**src/rtl/ddf_pkg.sv**
```systemverilog
// ---------------------------------------------------------------------------
// ddf_pkg
// Shared definitions for the DDF control-token scheduler:
//   clog2      - ceiling log2 helper usable in constant expressions
//   MAX_PORTS  - largest supported number of steered data ports
//   NDA_IDX_W  - width of a port index (sized for MAX_PORTS)
//   sched_state_e - scheduler FSM encoding (IDLE / RUN)
// ---------------------------------------------------------------------------
package ddf_pkg;

  // Smallest r such that 2**r >= value (0 for value <= 1).
  function automatic int clog2(input int value);
    int r;
    r = 0;
    while ((1 << r) < value) begin
      r = r + 1;
    end
    return r;
  endfunction

  localparam int MAX_PORTS = 8;
  localparam int NDA_IDX_W = clog2(MAX_PORTS);

  typedef enum logic [0:0] {
    ST_IDLE = 1'b0,
    ST_RUN  = 1'b1
  } sched_state_e;

endpackage

```
**src/rtl/rr_arbiter.sv**
```systemverilog
// ---------------------------------------------------------------------------
// rr_arbiter
// Purely combinational arbiter over PORTS requesters.
//   req_i        - request vector (eligible ports)
//   last_grant_i - index granted most recently (round-robin pointer)
//   prio_mode_i  - 0: round-robin starting after last_grant_i
//                  1: fixed priority, lowest index wins
//   grant_o      - one-hot grant (all zero when no request)
//   grant_idx_o  - index of the granted port
//   grant_vld_o  - at least one request present
// ---------------------------------------------------------------------------
module rr_arbiter
  import ddf_pkg::*;
#(
  parameter int PORTS = 2
) (
  input  logic [PORTS-1:0]     req_i,
  input  logic [NDA_IDX_W-1:0] last_grant_i,
  input  logic                 prio_mode_i,
  output logic [PORTS-1:0]     grant_o,
  output logic [NDA_IDX_W-1:0] grant_idx_o,
  output logic                 grant_vld_o
);

  int cand;

  // Scan in reverse order of preference and overwrite, so the most
  // preferred requester is the one left standing at the end.
  always_comb begin
    grant_o     = '0;
    grant_idx_o = '0;
    grant_vld_o = |req_i;
    cand        = 0;
    if (prio_mode_i) begin
      for (int i = PORTS - 1; i >= 0; i--) begin
        if (req_i[i]) begin
          grant_o     = '0;
          grant_o[i]  = 1'b1;
          grant_idx_o = NDA_IDX_W'(i);
        end
      end
    end else begin
      // Offset PORTS wraps back to last_grant itself: it is the least preferred.
      for (int off = PORTS; off >= 1; off--) begin
        cand = int'(last_grant_i) + off;
        if (cand >= PORTS) begin
          cand = cand - PORTS;
        end
        if (req_i[cand]) begin
          grant_o       = '0;
          grant_o[cand] = 1'b1;
          grant_idx_o   = NDA_IDX_W'(cand);
        end
      end
    end
  end

endmodule

```
**src/rtl/ddf_nda_scheduler.sv**
```systemverilog
// ---------------------------------------------------------------------------
// ddf_nda_scheduler
// Produces the control-token (nda) stream that steers a DDF actor to one of
// PORTS data inputs. Write strobes of the per-port data FIFOs are snooped to
// keep a pending-token count per port; whenever a port holds at least RATE
// tokens and the nda FIFO has room, one token carrying that port index is
// written.
// Ports:
//   ck        - clock
//   rst       - synchronous active-high reset
//   en        - scheduling enable (counting continues while low)
//   prio_mode - 0 round-robin, 1 fixed priority (lowest index wins)
//   flush     - one-cycle pulse: clear counts, abort pending grant
//   in_wr     - per-port data FIFO write strobes
//   nda_full  - nda FIFO full flag
//   nda_wr    - nda FIFO write strobe (registered)
//   nda_data  - granted port index, zero-extended (registered)
//   overflow  - sticky per-port counter overflow
//   busy      - some port currently holds >= RATE tokens
// ---------------------------------------------------------------------------
module ddf_nda_scheduler
  import ddf_pkg::*;
#(
  parameter int PORTS = 2,
  parameter int WIDTH = 8,
  parameter int FLUX  = 2,
  parameter int DEPTH = 4,
  parameter int RATE  = 1
) (
  input  logic             ck,
  input  logic             rst,
  input  logic             en,
  input  logic             prio_mode,
  input  logic             flush,
  input  logic [PORTS-1:0] in_wr,
  input  logic             nda_full,
  output logic             nda_wr,
  output logic [WIDTH-1:0] nda_data,
  output logic [PORTS-1:0] overflow,
  output logic             busy
);

  localparam int MAXCNT = DEPTH * FLUX;
  localparam int CW     = clog2(MAXCNT + 1);
  localparam logic [CW-1:0] RATE_C = CW'(RATE);
  localparam logic [CW-1:0] MAX_C  = CW'(MAXCNT);

  sched_state_e         state_q;
  logic [CW-1:0]        count_q [PORTS];
  logic [CW-1:0]        count_d [PORTS];
  logic [PORTS-1:0]     overflow_q, overflow_d;
  logic [NDA_IDX_W-1:0] last_grant_q;
  logic                 nda_wr_q;
  logic [WIDTH-1:0]     nda_data_q;

  logic [PORTS-1:0]     elig_s;
  logic [PORTS-1:0]     grant_oh_s;
  logic [NDA_IDX_W-1:0] grant_idx_s;
  logic                 grant_vld_s;
  logic                 do_grant_s;

  // Eligibility looks only at registered counts, so a strobe this cycle
  // cannot make its port grantable until the next cycle.
  always_comb begin
    elig_s = '0;
    for (int p = 0; p < PORTS; p++) begin
      elig_s[p] = (count_q[p] >= RATE_C);
    end
  end

  rr_arbiter #(
    .PORTS(PORTS)
  ) u_arb (
    .req_i       (elig_s),
    .last_grant_i(last_grant_q),
    .prio_mode_i (prio_mode),
    .grant_o     (grant_oh_s),
    .grant_idx_o (grant_idx_s),
    .grant_vld_o (grant_vld_s)
  );

  // en low blocks new grants immediately; flush aborts the decision.
  assign do_grant_s = (state_q == ST_RUN) && en && !nda_full && !flush && grant_vld_s;

  // Net count update: +1 per strobe, -RATE per grant. A strobe into a full
  // counter without a same-cycle grant is lost and flagged as overflow.
  always_comb begin
    overflow_d = overflow_q;
    for (int p = 0; p < PORTS; p++) begin
      count_d[p] = count_q[p];
      if (flush) begin
        count_d[p] = '0;
      end else if (in_wr[p] && (count_q[p] == MAX_C) && !(do_grant_s && grant_oh_s[p])) begin
        overflow_d[p] = 1'b1;
      end else begin
        count_d[p] = count_q[p] + CW'(in_wr[p])
                   - ((do_grant_s && grant_oh_s[p]) ? RATE_C : '0);
      end
    end
  end

  // FSM, counters, pointer and registered nda outputs.
  always_ff @(posedge ck) begin
    if (rst) begin
      state_q      <= ST_IDLE;
      for (int p = 0; p < PORTS; p++) begin
        count_q[p] <= '0;
      end
      overflow_q   <= '0;
      last_grant_q <= NDA_IDX_W'(PORTS - 1);
      nda_wr_q     <= 1'b0;
      nda_data_q   <= '0;
    end else begin
      case (state_q)
        ST_IDLE: if (en)  state_q <= ST_RUN;
        ST_RUN:  if (!en) state_q <= ST_IDLE;
        default: state_q <= ST_IDLE;
      endcase
      count_q    <= count_d;
      overflow_q <= overflow_d;
      nda_wr_q   <= do_grant_s;
      if (do_grant_s) begin
        nda_data_q   <= WIDTH'(grant_idx_s);
        last_grant_q <= grant_idx_s;
      end
    end
  end

  assign nda_wr   = nda_wr_q;
  assign nda_data = nda_data_q;
  assign overflow = overflow_q;
  assign busy     = |elig_s;

endmodule

```
**config.mk**
```make
export PLATFORM = sky130hd
export DESIGN_NAME = ddf_nda_scheduler
export DESIGN_NICKNAME = d
export VERILOG_FILES = /design/src/rtl/ddf_pkg.sv /design/src/rtl/rr_arbiter.sv /design/src/rtl/ddf_nda_scheduler.sv
export SDC_FILE = /design/constraint.sdc
export NUM_CORES = 1
export LEC_CHECK = 0
export CORE_MARGIN = 3
export CORE_UTILIZATION = 48
export DETAILED_ROUTE_END_ITERATION = 7
export PLACE_DENSITY = 0.84
export REMOVE_ABC_BUFFERS = 1
export SLEW_MARGIN = 20
export SYNTH_ARGS = -nofsm -noshare
export SYNTH_HDL_FRONTEND = slang
export SYNTH_SLANG_ARGS = --single-unit
```
**constraint.sdc**
```tcl
create_clock -name ck -period 3 [get_ports ck]
set_input_delay 0.3 -clock ck [delete_from_list [all_inputs] [get_ports ck]]
set_output_delay 0.3 -clock ck [all_outputs]
set_load 0.01 [all_outputs]
```
== After elaboration in Yosys (flattened, before gate mapping) ==
Index checks and enable logic that the tools add are counted.

* Add/sub/neg operators: 8
* $lt $le $gt $ge: 8
* Equality and inequality tests: 2
* Multiplexer cells: 27
* Bitwise gates (word level): 1
* Reductions and logical operators: 20

{| class="wikitable"
|+ Operators with widths
! cell !! number
|-
| $mux W32 || 4
|-
| $ge A32 B1 Y1 const B || 2
|-
| $ge A32 B3 Y1 const B || 2
|-
| $lt A32 B3 Y1 const B || 2
|-
| $sub A32 B3 Y32 const B || 2
|-
| $mux W1 || 13
|-
| $logic_and A1 B1 Y1 || 12
|-
| $mux W2 || 5
|-
| $mux W3 || 3
|-
| $add A4 B1 Y4 || 2
|-
| $eq A4 B4 Y1 const B || 2
|-
| $ge A4 B1 Y1 const B || 2
|-
| $sub A4 B1 Y4 || 2
|-
| $add A3 B1 Y4 const B || 1
|-
| $add A3 B2 Y4 const B || 1
|-
| $logic_not A1 Y1 || 4
|-
| $reduce_and A2 Y1 || 2
|-
| $reduce_or A2 Y1 || 2
|-
| $demux W1 S1 || 2
|-
| $not A1 Y1 || 1
|}

* Register bits: 18
* Input port bits: 8
* Output and inout bits: 12
* Word-level logic and storage cells: 74

== Logic depth before layout (Yosys ltp) ==
* Depth in word-level cells: 15
* Depth in mapped cells: 15
* Gate-level depth less buffers: 15

== Cells and area by module ==
From an unflattened synthesis, not the netlist that was laid out.

* Cell total of the unflattened synthesis: 159
* Area, all modules: 1343.8 um^2

{| class="wikitable"
|+ Modules (own cells, without submodules)
! module !! instances !! cells an instance !! area an instance (um^2) !! seq. area each (um^2)
|-
| ddf_nda_scheduler || 1 || 111 || 989.7 || 320.3
|-
| rr_arbiter || 1 || 48 || 354.1 || 0.0
|}

== Least setup slack after synthesis ==
Ideal clock, no wire load.

* Path kind: register to register
* From: register last_grant_q[1]
* To: register count_q[6] (netlist bit)
* Library setup time: 0.131 ns
* Data arrival time: 2.692 ns
* Required time: 2.869 ns
* Setup slack: 0.177 ns
* Stages on the path, launching flop included: 16
* Path buffers: 0
* Clock period less this slack: 2.823 ns
* Cells stage by stage: dfxtp_1 -> inv_1 -> ha_1 -> inv_1 -> ha_1 -> o21ai_0 -> a311oi_2 -> nor4_1 -> ha_1 -> inv_1 -> ha_1 -> inv_1 -> fa_1 -> xnor2_1 -> nand3_1 -> o31ai_1

* Word-level cells in the longest chain between the ends: 14
* Elaborated cells on any way between the ends: 34
* Those cells by class: 5 x add/sub; 6 x order compare; 18 x mux; 5 x reduce/logical

{| class="wikitable"
|+ RTL lines
! item !! line !! source
|-
| start: declaration || ddf_nda_scheduler.sv:52 || <nowiki>logic [NDA_IDX_W-1:0] last_grant_q;</nowiki>
|-
| start signal: assignment || ddf_nda_scheduler.sv:110 || <nowiki>last_grant_q <= NDA_IDX_W'(PORTS - 1);</nowiki>
|-
| start signal: assignment || ddf_nda_scheduler.sv:124 || <nowiki>last_grant_q <= grant_idx_s;</nowiki>
|-
| $add A3 B2 Y4 || rr_arbiter.sv:45 || <nowiki>cand = int'(last_grant_i) + off;</nowiki>
|-
| $sub A32 B3 Y32 / $ge A32 B3 Y1 (equally long branches) || rr_arbiter.sv:47, rr_arbiter.sv:46 ||
|-
| $mux W32 || rr_arbiter.sv:46 || <nowiki>if (cand >= PORTS) begin</nowiki>
|-
| $mux W32 || rr_arbiter.sv:34 || <nowiki>if (prio_mode_i) begin</nowiki>
|-
| $ge A32 B1 Y1 (not written as such) / $lt A32 B3 Y1 (equally long branches) || rr_arbiter.sv:51 || <nowiki>grant_o[cand] = 1'b1;</nowiki>
|-
| $logic_and A1 B1 Y1 (not written as such) || rr_arbiter.sv:51 ||
|-
| $mux W1 (not written as such) || rr_arbiter.sv:51 ||
|-
| $demux W1 S1 || n/a ||
|-
| $mux W2 || rr_arbiter.sv:49 || <nowiki>if (req_i[cand]) begin</nowiki>
|-
| $mux W2 (*) || rr_arbiter.sv:49 ||
|-
| $mux W2 (*) || rr_arbiter.sv:34 ||
|-
| $logic_and A1 B1 Y1 (*) || ddf_nda_scheduler.sv:93, ddf_nda_scheduler.sv:97 ||
|-
| $mux W1 / $logic_not A1 Y1 (equally long branches) || ddf_nda_scheduler.sv:97, ddf_nda_scheduler.sv:93 ||
|-
| $sub A4 B1 Y4 / $logic_and A1 B1 Y1 (equally long branches) || ddf_nda_scheduler.sv:97, ddf_nda_scheduler.sv:93 ||
|-
| end signal: assignment || ddf_nda_scheduler.sv:119 || <nowiki>count_q <= count_d;</nowiki>
|-
| end: declaration || ddf_nda_scheduler.sv:49 || <nowiki>logic [CW-1:0] count_q [PORTS];</nowiki>
|}

Mark *: on every way between the ends. The rest lies on a longest branch, timed or not. The select of a mux whose other input is x is not followed.
A chain may end at the register's enable or synchronous reset.

== Worst setup path after layout ==
* From: register last_grant_q[0]
* To: register count_q[6] (netlist bit)

The elaborated chain is that of the path after synthesis.

==> impl_results.md <==
- Status: complete, no violations
- Worst reg2reg endpoint: count_q[6]$_SDFFE_PP0P_
- Antenna-violating nets left: 0
- Power consumption: around 0.47 mW
- Pre-CTS setup slack: -45.5 ps
- PwrDens: between 300 and 400 mW/mm^2
- Post-detail-place hpwl: around 2.3 mm
- CTS H-Tree Depth: 1
- Initial antenna violation count: 0
- GR Util met1: 21.1%
- CP Data Required Time: between 3000 and 4000 ps
- FF-to-FF setup slack: 200 ps
- Clk sink count: 16
- Period utilization: 93.3%
- Largest net degree at the start of global routing: 15
- Grt met3 use: under 10%
- Routability congestion estimate: 0.823
- Mapped Cells: around 150
- Worst skew pair latency: 300 ps
- Min-delay worst type: flip-flop to flip-flop
- Commonest cells post-synth: ha_1, inv_1, dfxtp_1
- Hold depth: 2
- Tmin final: 2800 ps
- Leak pwr: approximately 0.62 nW
- Reg-to-Reg Start: last_grant_q[0]$_SDFFE_PP1P_
- Cell taking the most area after synthesis: dfxtp_1
- Worst r2r path cells: 15
- Fill count: 240
- Synth Area in Compound Gates: between 20% and 30%
- CTS buffer count: 3
- Setup TNS: 0 ps
- Synth Area in Adders: a little over a fifth
- Share of the synthesized area in the top cell type: 24.0%
- Nets: around 200
- Mapped cell area: between 0.001 and 0.0015 sq mm
- Die Wd: between 50 and 60 um
- Mux share of post-synthesis cell area: 0%
- Wire per inst: around 14 um
- Final Hold Viols: 0
- Area contributors post-synth: dfxtp_1, ha_1, inv_1
- Hold EP: nda_data[0]$_SDFFE_PP0P_
- Routed Wire Length: between 2 and 3 mm
- Fmax: 357 MHz
- Diode count: 0
- Max-slew violation count: 0
- I/O Buffers: 14
- Delay-heaviest family, CP: adder cells
- Clk root buf: clkbuf_4
- Flops & latches, synth: 16
- VDD IR max: between 300 and 400 uV
- Setup crit start: last_grant_q[0]$_SDFFE_PP1P_
- Total Routing Usage GR: 18.2%
- Ys Warns: 0
- Clock-pin slew on the worst setup and hold paths: about 100 ps
- Drt drc: 0
- Crit path DAT: a little over 3000 ps
- Final setup fails: 0
- Grt ovf: 0
- Worst clock skew: roughly 4.0 ps
- Crit Path Class: flip-flop to flip-flop
- Vias: 1117
- Vias in the first global route: ~1100
- Initial DRC Count: 24
- Simple-gate share of the synthesized area: approximately 15%
- Combinational family with the most area after synthesis: compound AO/OA/AOI/OAI gates
- Ports: 20
- Final Instance Area: 0.00157 sq mm
- Area growth syn-to-layout: 17.4%
- Crit-path max cell delay: 390 ps
- Layout cell share with drive strength beyond 1: roughly 16%
- Most common cell on crit path: inv_1
- Setup slack after layout: 201 ps
- Synth async-reset ratio: 0%
- Post-synth EDFFs: 0
- Core Util, Final: about three fifths
- Starting Density: about half
- Avg Inst Size Synth: about 8.7 sq um
- Max-Cap Viols: 0
- Dominant synthesized flop cell: dfxtp_1
- Die height: 58.7 um
- Clk buf depth: 2
- Synth cell types: 44
- Vias per cell: between 5 and 6
- HP Start: nda_data[0]$_SDFFE_PP0P_
- CP max stage cell: fa_1
- DP Area: between 0.001 and 0.0015 sq mm
- Crit. End Element: flip-flop
- Bufs and invs on worst path: 4
- Kind of start point of the critical path: flip-flop
- Crit path max fanout: 4
- Most used routing layer: met2
- DIE AREA: between 0.003 and 0.004 sq mm
- Cell Chain, Critical Path: inv_1 > ha_4 > inv_1 > ha_1 > o21ai_2 > a311oi_2 > nor4_2 > ha_1 > inv_1 > ha_1 > inv_1 > fa_1 > xnor2_1 > nand3_1 > o31ai_1
- TritonCTS clock tree: done
- Post-synthesis xor/xnor area fraction: between 4 and 5%
- Core ar.: 0.00257 sq mm
- First-pass GRT wire length: between 4 and 5 mm
- Number of core rows: 18
- Met2 Use GR: between 30% and 40%
- Drt first pass iters: 4
- Register area share after synthesis: 24.0%
-- layout by cell type, fill, tap and decap left out, types with 5 or more instances in the layout --
cell type / count
nor2_1: 9
dfxtp_1: 14
buf_4: 8
xnor2_1: 5
conb_1: 5
clkdlybuf4s50_1: 14
inv_1: 19
ha_1: 19
a21oi_1: 7
-- layout make-up --
| type | instances | area [sq um] | share of cell area (%) |
|---|---|---|---|
| clock buffers | 4 | 36.3 | 2.32 |
| inverters | 20 | 75.1 | 4.80 |
| multi-input cells | 109 | 891 | 56.9 |
| flip-flops and latches | 16 | 325 | 20.8 |
| well taps | 30 | 37.5 | 2.40 |
| repair buffers | 22 | 200 | 12.8 |
-- worst register-to-register path: stages, from the launching register on --
cell	delay, ps
dfxtp_2	340
inv_1	160
ha_4	240
inv_1	80
ha_1	150
o21ai_2	80
a311oi_2	320
nor4_2	80
ha_1	300
inv_1	50
ha_1	150
inv_1	60
fa_1	390
xnor2_1	150
nand3_1	90
o31ai_1	80
-- logic make-up (layout without fill, tap and decap cells) --
family,after synthesis,count (layout)
compound gates,39,39
simple gates,37,37
buf+inv,33,46
fa+ha+maj,22,22
flops,16,16
xor+xnor,6,6
other cells,1,5
-- per-stage QoR --
step	instances	hold slack [ps]
floorplan	145	369
global placement	195	458
detailed placement	195	477
CTS	200	492
global route	201	522
finish	201	487
-- state kept, by name (all words and copies together), names as in the netlist --
signal / flops
nda_wr: 1
state_q: 1
overflow: 2
nda_data: 1
count_q: 8
last_grant_q: 3
-- worst max path at each step --
stage	endpoint	depth (start not counted)
final	count_q[6]$_SDFFE_PP0P_	15
after global routing	count_q[6]$_SDFFE_PP0P_	15
after CTS	count_q[6]$_SDFFE_PP0P_	15
after detailed placement	count_q[6]$_SDFFE_PP0P_	15
after global placement	count_q[6]$_SDFFE_PP0P_	15
after floorplan	count_q[6]$_SDFFE_PP0P_	15
-- layer usage --
metal  vias to the layer above  routed length [um]
met5                         -                   0
met1                       517                1260
met4                         0                  43
li1                        558                   -
met3                         7                 155
met2                        35                1430
-- power by group --
part / switching, mW / internal (mW)
sequential: 0.00389 / 0.217
combinational: 0.0546 / 0.0466
clock: 0.0776 / 0.0741
-- what timing repair did --
action	in CTS	in global routing
resized for setup	0	8
pin swaps	1	3
hold buffers	0	0
buffers inserted	1	1
hold endpoints to repair	0	0
setup endpoints to repair	1	6
cloned	0	0
Note: power is estimated with default switching activity, not from simulation.
